--- config.mk ---
export PLATFORM = sky130hd
export DESIGN_NAME = uart_tx_fifo
export DESIGN_NICKNAME = d
export VERILOG_FILES = /design/src/rtl/uart_tx_fifo.sv
export SDC_FILE = /design/constraint.sdc
export NUM_CORES = 1
export LEC_CHECK = 0
export BUFFER_PORTS_ARGS = -buffer_cell sky130_fd_sc_hd__buf_2
export CORE_ASPECT_RATIO = 1.1
export CORE_MARGIN = 1.5
export CORE_UTILIZATION = 56
export CTS_CLUSTER_SIZE = 16
export DETAILED_ROUTE_END_ITERATION = 8
export PLACE_DENSITY = 0.73
export SKIP_LAST_GASP = 1
export SYNTH_ARGS = -nofsm -noshare
export SYNTH_HDL_FRONTEND = slang
export SYNTH_SLANG_ARGS = --single-unit
--- constraint.sdc ---
create_clock -name CLOCK_50 -period 8.2 [get_ports CLOCK_50]
set_clock_uncertainty 0.1 [all_clocks]
set_input_delay 0.82 -clock CLOCK_50 [delete_from_list [all_inputs] [get_ports CLOCK_50]]
set_output_delay 0.82 -clock CLOCK_50 [all_outputs]
set_load 0.005 [all_outputs]
--- src/rtl/uart_tx_fifo.sv ---
// ---------------------------------------------------------------------------
// uart_tx_fifo
//
// UART transmitter fed by a small input FIFO. Words pushed on the byte side
// are serialised LSB first with a start bit, DATA_BITS data bits, an optional
// even/odd parity bit and STOP_BITS stop bits. Every bit lasts CLKS_PER_BIT
// cycles of CLOCK_50, timed by an internal baud counter (no derived clocks).
//
// Ports
//   CLOCK_50    in   system clock, everything on the rising edge
//   reset_n     in   synchronous active-low reset (aborts any frame in flight)
//   in_data     in   word to send, LSB goes out first
//   in_valid    in   in_data is offered this cycle
//   in_ready    out  FIFO has room (registered occupancy != FIFO_DEPTH)
//   tx          out  serial line, registered, idles high
//   busy        out  a frame is in progress or the FIFO holds words
//   fifo_count  out  current FIFO occupancy
//   dbg_state   out  transmitter FSM state (IDLE=0 START=1 DATA=2 PARITY=3 STOP=4)
//
// Handshake: a word is transferred on every rising edge where in_valid and
// in_ready are both high. in_ready depends only on registered occupancy, so
// a pop on the same edge never makes room for a push on that edge; the
// producer may hold in_valid high and in_data stable until it sees the
// transfer.
// ---------------------------------------------------------------------------
module uart_tx_fifo #(
    parameter int CLK_HZ     = 50_000_000,
    parameter int BAUD_RATE  = 115_200,
    parameter int DATA_BITS  = 8,
    parameter int PARITY     = 0,
    parameter int STOP_BITS  = 1,
    parameter int FIFO_DEPTH = 16
) (
    input  logic                          CLOCK_50,
    input  logic                          reset_n,
    input  logic [DATA_BITS-1:0]          in_data,
    input  logic                          in_valid,
    output logic                          in_ready,
    output logic                          tx,
    output logic                          busy,
    output logic [$clog2(FIFO_DEPTH):0]   fifo_count,
    output logic [2:0]                    dbg_state
);

    localparam int CLKS_PER_BIT = CLK_HZ / BAUD_RATE;
    localparam int CNT_W        = (CLKS_PER_BIT > 1) ? $clog2(CLKS_PER_BIT) : 1;
    localparam int AW           = $clog2(FIFO_DEPTH);
    localparam int CW           = AW + 1;

    typedef enum logic [2:0] {
        ST_IDLE   = 3'd0,
        ST_START  = 3'd1,
        ST_DATA   = 3'd2,
        ST_PARITY = 3'd3,
        ST_STOP   = 3'd4
    } state_t;

    // FIFO storage and pointers
    logic [DATA_BITS-1:0] r_mem [FIFO_DEPTH];
    logic [AW-1:0]        r_wr_ptr;
    logic [AW-1:0]        r_rd_ptr;
    logic [CW-1:0]        r_count;

    // Transmitter
    state_t               r_state;
    logic [CNT_W-1:0]     r_baud_cnt;
    logic [3:0]           r_bit_idx;
    logic                 r_stop_idx;
    logic [DATA_BITS-1:0] r_shift;
    logic                 r_parity;
    logic                 r_tx;

    logic                 w_push;
    logic                 w_pop;
    logic                 w_fifo_nonempty;
    logic                 w_baud_wrap;
    logic                 w_last_stop;
    logic [DATA_BITS-1:0] w_head;
    logic                 w_head_parity;

    assign w_fifo_nonempty = (r_count != '0);
    assign in_ready        = (r_count != CW'(FIFO_DEPTH));
    assign w_push          = in_valid && in_ready;
    assign w_head          = r_mem[r_rd_ptr];

    // Parity is taken from the word as it leaves the FIFO, so later FIFO
    // writes cannot disturb the frame already being sent.
    assign w_head_parity   = (PARITY == 2) ? ~^w_head : ^w_head;

    assign w_baud_wrap     = (r_baud_cnt == CNT_W'(CLKS_PER_BIT - 1));
    assign w_last_stop     = (r_state == ST_STOP) && w_baud_wrap &&
                             (r_stop_idx == 1'(STOP_BITS - 1));

    // Pop from IDLE, or on the final stop-bit cycle so the next start bit
    // follows with no idle gap.
    assign w_pop           = w_fifo_nonempty &&
                             ((r_state == ST_IDLE) || w_last_stop);

    assign tx         = r_tx;
    assign busy       = (r_state != ST_IDLE) || w_fifo_nonempty;
    assign fifo_count = r_count;
    assign dbg_state  = r_state;

    // FIFO data array (contents need no reset; pointers define validity)
    always_ff @(posedge CLOCK_50) begin
        if (reset_n && w_push) begin
            r_mem[r_wr_ptr] <= in_data;
        end
    end

    // FIFO pointers and occupancy
    always_ff @(posedge CLOCK_50) begin
        if (!reset_n) begin
            r_wr_ptr <= '0;
            r_rd_ptr <= '0;
            r_count  <= '0;
        end else begin
            if (w_push) begin
                r_wr_ptr <= r_wr_ptr + 1'b1;
            end
            if (w_pop) begin
                r_rd_ptr <= r_rd_ptr + 1'b1;
            end
            case ({w_push, w_pop})
                2'b10:   r_count <= r_count + 1'b1;
                2'b01:   r_count <= r_count - 1'b1;
                default: r_count <= r_count;
            endcase
        end
    end

    // Transmitter FSM with registered line output
    always_ff @(posedge CLOCK_50) begin
        if (!reset_n) begin
            r_state    <= ST_IDLE;
            r_tx       <= 1'b1;
            r_baud_cnt <= '0;
            r_bit_idx  <= '0;
            r_stop_idx <= 1'b0;
            r_shift    <= '0;
            r_parity   <= 1'b0;
        end else begin
            // The counter sits at zero in IDLE so a popped frame always
            // starts with a full-length start bit.
            if ((r_state == ST_IDLE) || w_baud_wrap) begin
                r_baud_cnt <= '0;
            end else begin
                r_baud_cnt <= r_baud_cnt + 1'b1;
            end

            case (r_state)
                ST_IDLE: begin
                    if (w_pop) begin
                        r_shift  <= w_head;
                        r_parity <= w_head_parity;
                        r_state  <= ST_START;
                        r_tx     <= 1'b0;
                    end else begin
                        r_tx     <= 1'b1;
                    end
                end

                ST_START: begin
                    if (w_baud_wrap) begin
                        r_state   <= ST_DATA;
                        r_bit_idx <= '0;
                        r_tx      <= r_shift[0];
                    end
                end

                ST_DATA: begin
                    if (w_baud_wrap) begin
                        if (r_bit_idx == 4'(DATA_BITS - 1)) begin
                            if (PARITY != 0) begin
                                r_state <= ST_PARITY;
                                r_tx    <= r_parity;
                            end else begin
                                r_state    <= ST_STOP;
                                r_stop_idx <= 1'b0;
                                r_tx       <= 1'b1;
                            end
                        end else begin
                            r_bit_idx <= r_bit_idx + 1'b1;
                            r_shift   <= r_shift >> 1;
                            r_tx      <= r_shift[1];
                        end
                    end
                end

                ST_PARITY: begin
                    if (w_baud_wrap) begin
                        r_state    <= ST_STOP;
                        r_stop_idx <= 1'b0;
                        r_tx       <= 1'b1;
                    end
                end

                ST_STOP: begin
                    if (w_baud_wrap) begin
                        if (r_stop_idx == 1'(STOP_BITS - 1)) begin
                            if (w_pop) begin
                                r_shift  <= w_head;
                                r_parity <= w_head_parity;
                                r_state  <= ST_START;
                                r_tx     <= 1'b0;
                            end else begin
                                r_state  <= ST_IDLE;
                                r_tx     <= 1'b1;
                            end
                        end else begin
                            r_stop_idx <= r_stop_idx + 1'b1;
                        end
                    end
                end

                default: begin
                    r_state <= ST_IDLE;
                    r_tx    <= 1'b1;
                end
            endcase
        end
    end

endmodule

# After elaboration in Yosys (flattened, before gate mapping)
# Memories as Yosys holds them, arrays and structs flattened. A register that Yosys moved wholly into a read port is not among the register bits.
# Index checks and enable logic that the tools add are counted.
# word_totals
ram_bits	128
out_inout_bits	11
elab_cells	95
regBits	39
input_bits	11
n_memories	1
# memory_table
memory	words	word_bits	read_ports	rd_ports_with_merged_regs	wr	line_no	source
r_mem	16	8	1	1	1	59	logic [DATA_BITS-1:0] r_mem [FIFO_DEPTH];
# classes
n_eq_ne	17
bitwise	2
addsub	7
mux	38
n_reduce_logical	21
# op_table
op	n
$mux 8	5
$pmux 8 s3	1
$mux 3	7
$mux 4	5
$ne 2x2->1 const B	8
$mux 1	15
$pmux 3 s5	1
$reduce_and 5->1	3
$add 4x1->4 const B	3
$pmux 5 s2	1
$add 9x1->9 const B	1
$eq 9x9->1 const B	1
$reduce_bool 3->1	3
$pmux 4 s2	1
$reduce_and 7->1	1
$eq 3x2->1 const B	2
$add 5x1->5 const B	1
$logic_and 1x1->1	5
$ne 5x5->1 const B	1
$pmux 1 s5	1
$reduce_bool 5->1	1
$sub 5x1->5 const B	1
$eq 4x3->1 const B	1
$reduce_and 4->1	1
other kinds (11)	15

# Depth between registers and ports, before layout
# Gate-level depths: netlist of run 1.
# logic_depth
word_depth	9
depth_mapped	13
mapped_depth_nobuf	13

# Least setup slack after synthesis of run 1
# OpenSTA, ideal clock, no wires.
# synth_timing
kind	input to register
start	input in_valid
end	register r_count[4] (netlist: fifo_count[4])
setup_slack_ps	5150
t_required_ps	8024
arrival_time_ps	2875
path_buffers	0
cell_stages	9
setup_ps	76
path_cell_list	a21boi_1 -> inv_1 -> ha_1 -> ha_1 -> nor2b_1 -> o21ai_0 -> a21oi_1 -> or4_1 -> a21boi_0
# synth_between
elab_chain_len	3
word_cells_on_any_way	5
classes_between	eq/ne: 2; mux: 1; reduce/logical: 2
# synth_rtl
item	line_no	source
start, declared	37	input logic in_valid,
$logic_and 1x1->1 *	83	assign w_push = in_valid && in_ready;
$eq 2x1->1 or $eq 2x2->1 (tied branches)	124	case ({w_push, w_pop})
$pmux 5 s2 or $reduce_bool 2->1 (tied branches)	n/a	
end signal, assigned	125	2'b10: r_count <= r_count + 1'b1;
end signal, assigned	126	2'b01: r_count <= r_count - 1'b1;
end signal, assigned	127	default: r_count <= r_count;
end, declared	62	logic [CW-1:0] r_count;
# Every way passes the cells marked *; elsewhere a longest branch is shown, timed or not.
# A chain may end at the register's enable or synchronous reset.

# Worst setup path in the final report of run 1
# layout_timing
start	register r_count[1] (netlist: fifo_count[1])
end	register r_count[4] (netlist: fifo_count[4])
# layout_between
elab_chain_len	4
word_cells_on_any_way	10
classes_between	add/sub: 2; eq/ne: 3; mux: 1; reduce/logical: 4
# layout_rtl
item	line_no	source
$reduce_bool 5->1 *	81	assign w_fifo_nonempty = (r_count != '0);
$logic_and 1x1->1 *	96	assign w_pop = w_fifo_nonempty &&
named net w_pop	74	logic w_pop;
$eq 2x1->1 or $eq 2x2->1 (tied branches)	124	
$pmux 5 s2 or $reduce_bool 2->1 (tied branches)	n/a	
# The timed path passes the listed nets; every way through them passes the cells marked *.

==> impl_metrics.py, run 1 <==
metrics = {
    "detailed_routing": {
        "vias": 3795,
        "ant_nets": 0,
        "wl_per_cell_microns": 20.0,
        "avgViaCountPerCell": 5.86,
        "drc_errors": 0,
        "drt_iter0_drc": 430,
        "wl_microns": 13000,
        "drt-pass1-iter-count": 4,
    },
    "synthesis": {
        "syn_nets": 486,
        "async_flop_share_pct": 0,
        "yosysWarnings": 0,
        "synth_enable_flop_cells": 128,
        "ys_ff_latch": 170,
        "syn_area_sq_um": 7160,
        "synth_top_cell_by_area": "edfxtp_1",
        "postSynthAreaPerCell_sq_um": 15.5,
        "synth_top_area_share_pct": 53.7,
        "synth_top_cells_by_area": "edfxtp_1, dfxtp_1, mux4_2",
        "synth-main-ff-cell": "edfxtp_1",
        "syn_inst": 462,
        "yosysSeqAreaShare_pct": 65.4,
        "netlist-cell-type-count": 58,
    },
    "critical_path": {
        "endpoint_kind": "register",
        "path_buf_inv": 0,
        "critPathSlowestCell": "or4_4",
        "cpPeakStageDelay_ns": 0.57,
        "critPathLaunchType": "register",
        "critPathTopFamily": "simple AND/OR/NAND/NOR gates",
        "path_max_fanout": 6,
        "arrival_ns": 3.57,
        "crit_type": "register to register",
        "worstPathCellList": "or4_4 -> o21ai_0 -> nor2_1 -> ha_1 -> ha_1 -> nor2b_1 -> o21ai_0 -> a21oi_1 -> or4_1 -> a21boi_0",
        "required_ns": 8.46,
    },
    "clock_tree": {
        "cts_tree": "built",
        "post_cts_resized": 0,
        "h-tree-depth": 4,
        "ctsHoldBuffers": 0,
        "clk_path_buf_depth": 2,
        "cts_setup_buffers": 0,
        "cts_buffers": 17,
        "cts-root-buf": "clkbuf_16",
        "cts.clk_slew.worst_paths_ns": 0.07,
        "clock-sinks": 170,
        "clkLatencyLatePin_ns": 0.43,
    },
    "timing": {
        "relSlewSlack_pct": 33.6,
        "period_needed_ns": 3.31,
        "period_share_pct": 40.3,
        "hold_violations": 0,
        "rsz0062_at_grt": "false",
        "tightestPinTransition_ns": 0.994,
        "fmax_ghz": 0.302,
        "finalSetupViolCount": 0,
        "tns_ns": 0,
        "drv_slew": 0,
    },
    "pwr": {
        "p_leak_nw": 2.62,
        "ir_drop_mv": 0.201,
        "comb_power_share_pct": 20.4,
        "p_per_area_nw_per_um2": 292,
        "p_seq_share_pct": 45.5,
        "swShare_pct": 27.1,
        "intPower_mw": 1.68,
        "netSwitchingPower_mw": 0.627,
        "p_clk_share_pct": 34.1,
    },
    "finish": {
        "drive_gt1_share_pct": 16.7,
        "final_common_cell": "edfxtp_1",
        "layout_common_cells": "edfxtp_1, dfxtp_1, nor2_1",
        "areaGrowthSynthToFinish_pct": 10.3,
        "fin_util_pct": 63.0,
        "nets": 503,
        "stdcell_count": 648,
        "num_antenna_cells": 0,
    },
    "run": {
        "maxCapViolCount": 0,
    },
    "place": {
        "gp_congestion": 0.776,
        "numPortBuffers": 21,
        "dp_hpwl_microns": 8080,
        "dp.cells": 617,
    },
    "worst_hold_path": {
        "hold_class": "register to register",
    },
    "global_route": {
        "grt_pass1_wl_microns": 20700,
        "grtUsageTotal_pct": 20.8,
        "grt_max_degree": 42,
        "first_global_vias": 3903,
        "antenna_found_initial": 0,
        "grt-ovfl-total": 0,
    },
    "floorplan": {
        "start_util_pct": 57.2,
        "die_area_sq_um": 13500,
        "fp.dieW_microns": 111,
        "row_count": 43,
        "core_sq_um": 12500,
        "ioPinCount": 22,
        "die_y_microns": 122,
    },
    "status": {
        "outcome": "finished clean",
    },
}
## routing by layer
layer | vias up | track usage, % | wire (microns) | share of wire, %
met5 | - | 0 | 0 | 0
met4 | 0 | 9.54 | 221 | 1.7
met3 | 20 | 5.22 | 623 | 4.8
met2 | 88 | 35.3 | 6720 | 52
met1 | 1875 | 25.6 | 5410 | 42
li1 | 1812 | - | - | -
## metrics by stage
step                cell area (sq um)  hold slack [ns]  worst slack, ns  power (mW)
finish                           7900            0.370             4.89        2.31
CTS                              7900            0.377             4.88        2.33
global placement                 7320            0.346             4.91        1.53
global route                     7900            0.416             4.57        2.42
detailed placement               7320            0.362             4.83        1.54
floorplan                        7160            0.330             5.15        1.44
## sequential cells by signal, indices dropped and copies added (netlist names), named ones only
| name | count |
|---|---|
| r_wr_ptr | 4 |
| r_bit_idx | 4 |
| tx | 1 |
| r_rd_ptr | 4 |
| dbg_state | 3 |
| r_shift | 8 |
| fifo_count | 5 |
| r_mem | 128 |
| r_baud_cnt | 9 |
## path summary, 6_finish.rpt
check | startpoint | endpoint | slack [ns] | depth (start not counted)
worst max-delay path | fifo_count[1]$_SDFFE_PN0P_ | fifo_count[4]$_SDFFE_PN0P_ | 4.89 | 10
worst min-delay path | r_baud_cnt[0]$_SDFF_PP0_ | r_baud_cnt[0]$_SDFF_PP0_ | 0.37 | 1
worst max register to register | fifo_count[1]$_SDFFE_PN0P_ | fifo_count[4]$_SDFFE_PN0P_ | 4.89 | 10
worst min register to register | r_baud_cnt[0]$_SDFF_PP0_ | r_baud_cnt[0]$_SDFF_PP0_ | 0.37 | 1
## power by group through the flow
stage / Combinational [mW] / Sequential (mW) / Clock, mW
after floorplan: 0.417 / 1.03 / 0
after global placement: 0.461 / 1.07 / 0
after detailed placement: 0.471 / 1.07 / 0
after CTS: 0.474 / 1.05 / 0.803
after global routing: 0.522 / 1.06 / 0.836
final: 0.470 / 1.05 / 0.788
## logic make-up after synthesis
| group | count (synthesis) | synth area share [%] |
|---|---|---|
| AO/OA/AOI/OAI | 61 | 5.90 |
| XOR/XNOR | 17 | 2.08 |
| adder cells (fa/ha/maj) | 13 | 2.38 |
| buffers and inverters | 32 | 2.62 |
| flip-flops | 170 | 65.4 |
| multiplexers | 37 | 10.9 |
| AND/OR/NAND/NOR | 132 | 10.8 |
## synth_stat cells, drive strengths merged (9+ instances only)
cell and count:
buf 15, xor2 9, dfxtp 42, ha 12
clkbuf 9, o21ai 13, nand2 19, and2 13
nor2 32, edfxtp 128, mux4 30, a21oi 12
nor2b 20
## final cells by class
type                            count  area (sq um)
Clock buffer                       18           429
Clock inverter                     13           154
Fill cell                         920          4640
Inverter                            8          30.0
Multi-Input combinational cell    260          2290
Sequential cell                   170          4690
Tap cell                          157           196
Timing Repair Buffer               22           113
(Power assumes the default switching activity.)
==> run 2, diff against run 1 <==
Settings changed: PLACE_DENSITY 0.73 to 0.76.
Clock period 8.2 ns to 3 ns, I/O delays scaled along.
==> impl_metrics.py, run 2 (synthesized netlist as in run 1, its figures left out) <==
metrics = {
    "status": {
        "outcome": "finished clean",
    },
    "clock_tree": {
        "cts.clk_slew.worst_paths_ns": 0.06,
        "cts-root-buf": "clkbuf_16",
        "clk_path_buf_depth": 2,
        "clock-sinks": 170,
        "cts_buffers": 17,
        "cts_tree": "built",
        "h-tree-depth": 4,
        "clkLatencyLatePin_ns": 0.42,
        "ctsHoldBuffers": 0,
    },
    "global_route": {
        "grtUsageTotal_pct": 21.8,
        "grt-ovfl-total": 0,
        "grt_max_degree": 42,
        "antenna_found_initial": 0,
        "grt_pass1_wl_microns": 21700,
        "first_global_vias": 3978,
    },
    "detailed_routing": {
        "vias": 4054,
        "wl_microns": 13900,
        "ant_nets": 0,
        "avgViaCountPerCell": 6.01,
        "wl_per_cell_microns": 20.6,
        "drt_iter0_drc": 457,
        "drt-pass1-iter-count": 5,
        "drc_errors": 0,
    },
    "critical_path": {
        "cpPeakStageDelay_ns": 0.56,
        "worstPathCellList": "or4_4 -> o21ai_2 -> nor2_2 -> ha_2 -> ha_1 -> nor2b_1 -> o21ai_1 -> a21oi_1 -> or4_1 -> a21boi_1",
        "endpoint_kind": "register",
        "critPathSlowestCell": "or4_4",
        "arrival_ns": 3.11,
        "path_max_fanout": 5,
        "required_ns": 3.25,
        "critPathLaunchType": "register",
        "crit_type": "register to register",
    },
    "worst_hold_path": {
        "hold_class": "input pin to register",
    },
    "pwr": {
        "power.total_mw": 6.40,
        "p_per_area_nw_per_um2": 790,
        "p_leak_nw": 2.75,
        "ir_drop_mv": 0.585,
    },
    "finish": {
        "final_common_cell": "edfxtp_1",
        "fill_cells": 875,
        "nets": 528,
        "drive_gt1_share_pct": 22.2,
        "areaGrowthSynthToFinish_pct": 13.1,
        "num_antenna_cells": 0,
        "multiInputGateArea_sq_um": 2310,
        "seqCellArea_sq_um": 4690,
        "regMostFlops": "r_mem",
        "largest_reg_flops": 128,
        "reg.largest.list": "r_mem (128), r_baud_cnt (9), r_shift (8)",
        "layout_common_cells": "edfxtp_1, dfxtp_1, nor2_1",
    },
    "timing": {
        "relSlewSlack_pct": 29.2,
        "tightestPinTransition_ns": 1.06,
        "drv_slew": 0,
        "hold_violations": 0,
        "setup_ws_ns": 0.148,
        "finalSetupViolCount": 0,
        "period_needed_ns": 2.85,
        "rsz0062_at_grt": "false",
        "fmax_ghz": 0.351,
        "period_share_pct": 95.1,
        "whs_ns": 0.149,
        "tns_ns": 0,
    },
    "floorplan": {
        "start_util_pct": 57.2,
        "core_sq_um": 12500,
        "die_y_microns": 122,
        "fp.dieW_microns": 111,
        "row_count": 43,
        "die_area_sq_um": 13500,
        "ioPinCount": 22,
    },
    "place": {
        "gp_congestion": 0.840,
        "dp_hpwl_microns": 8800,
        "numPortBuffers": 21,
        "place_ws_ns": 0.00604,
    },
    "run": {
        "maxCapViolCount": 0,
    },
}
run 2: path summary, 6_finish.rpt:
check,to,slack (ns),depth (start not counted),from
setup / recovery,fifo_count[4]$_SDFFE_PN0P_,0.15,10,fifo_count[2]$_SDFFE_PN0P_
hold / removal,r_mem[8][6]$_DFFE_PP_,0.15,1,in_data[6]
hold reg to reg,r_baud_cnt[0]$_SDFF_PP0_,0.33,1,r_baud_cnt[0]$_SDFF_PP0_
setup reg to reg,fifo_count[4]$_SDFFE_PN0P_,0.15,10,fifo_count[2]$_SDFFE_PN0P_
run 2: critical path, delay by kind of cell (launching register included):
family	cells	cell delay [ns]
flip-flops	1	0.35
AO/OA/AOI/OAI	4	0.58
adder cells (fa/ha/maj)	2	0.53
AND/OR/NAND/NOR	4	1.24
run 2: per-stage QoR:
stage | utilization (%) | area (sq um) | cells
3_5_place_dp | 59.9 | 7510 | 641
3_3_place_gp | 59.9 | 7510 | 641
6_report | 64.6 | 8100 | 674
4_1_cts | 64.5 | 8080 | 673
2_1_floorplan | - | 7160 | 462
5_1_grt | 64.6 | 8100 | 674
run 2: timing repair:
action,4_1_cts,5_1_grt
buffers inserted,0,1
gates resized for setup,2,6
pin swaps,0,1
endpoints found under the setup margin,1,1
run 2: power breakdown:
part	internal [mW]	leakage [nW]	switching, mW
sequential	2.68	1.50	0.173
combinational	0.731	0.984	0.736
clock	1.16	0.274	0.915
total	4.58	2.75	1.82
run 2: metal layers:
| metal | up-vias | part of all wire (%) | wire, microns | track usage [%] |
|---|---|---|---|---|
| met2 | 124 | 51 | 7100 | 37.1 |
| met4 | 0 | 3.0 | 413 | 10.3 |
| li1 | 1873 | - | - | - |
| met5 | - | 0 | 0 | 0 |
| met1 | 2030 | 41 | 5670 | 27.2 |
| met3 | 27 | 5.0 | 699 | 4.38 |
run 2: layout make-up:
cell class,instances,area share (%)
Multi-Input combinational cell,260,28.5
Inverter,8,0.371
Tap cell,157,2.42
Clock inverter,14,1.70
Sequential cell,170,57.8
Clock buffer,18,5.30
Timing Repair Buffer,47,3.86
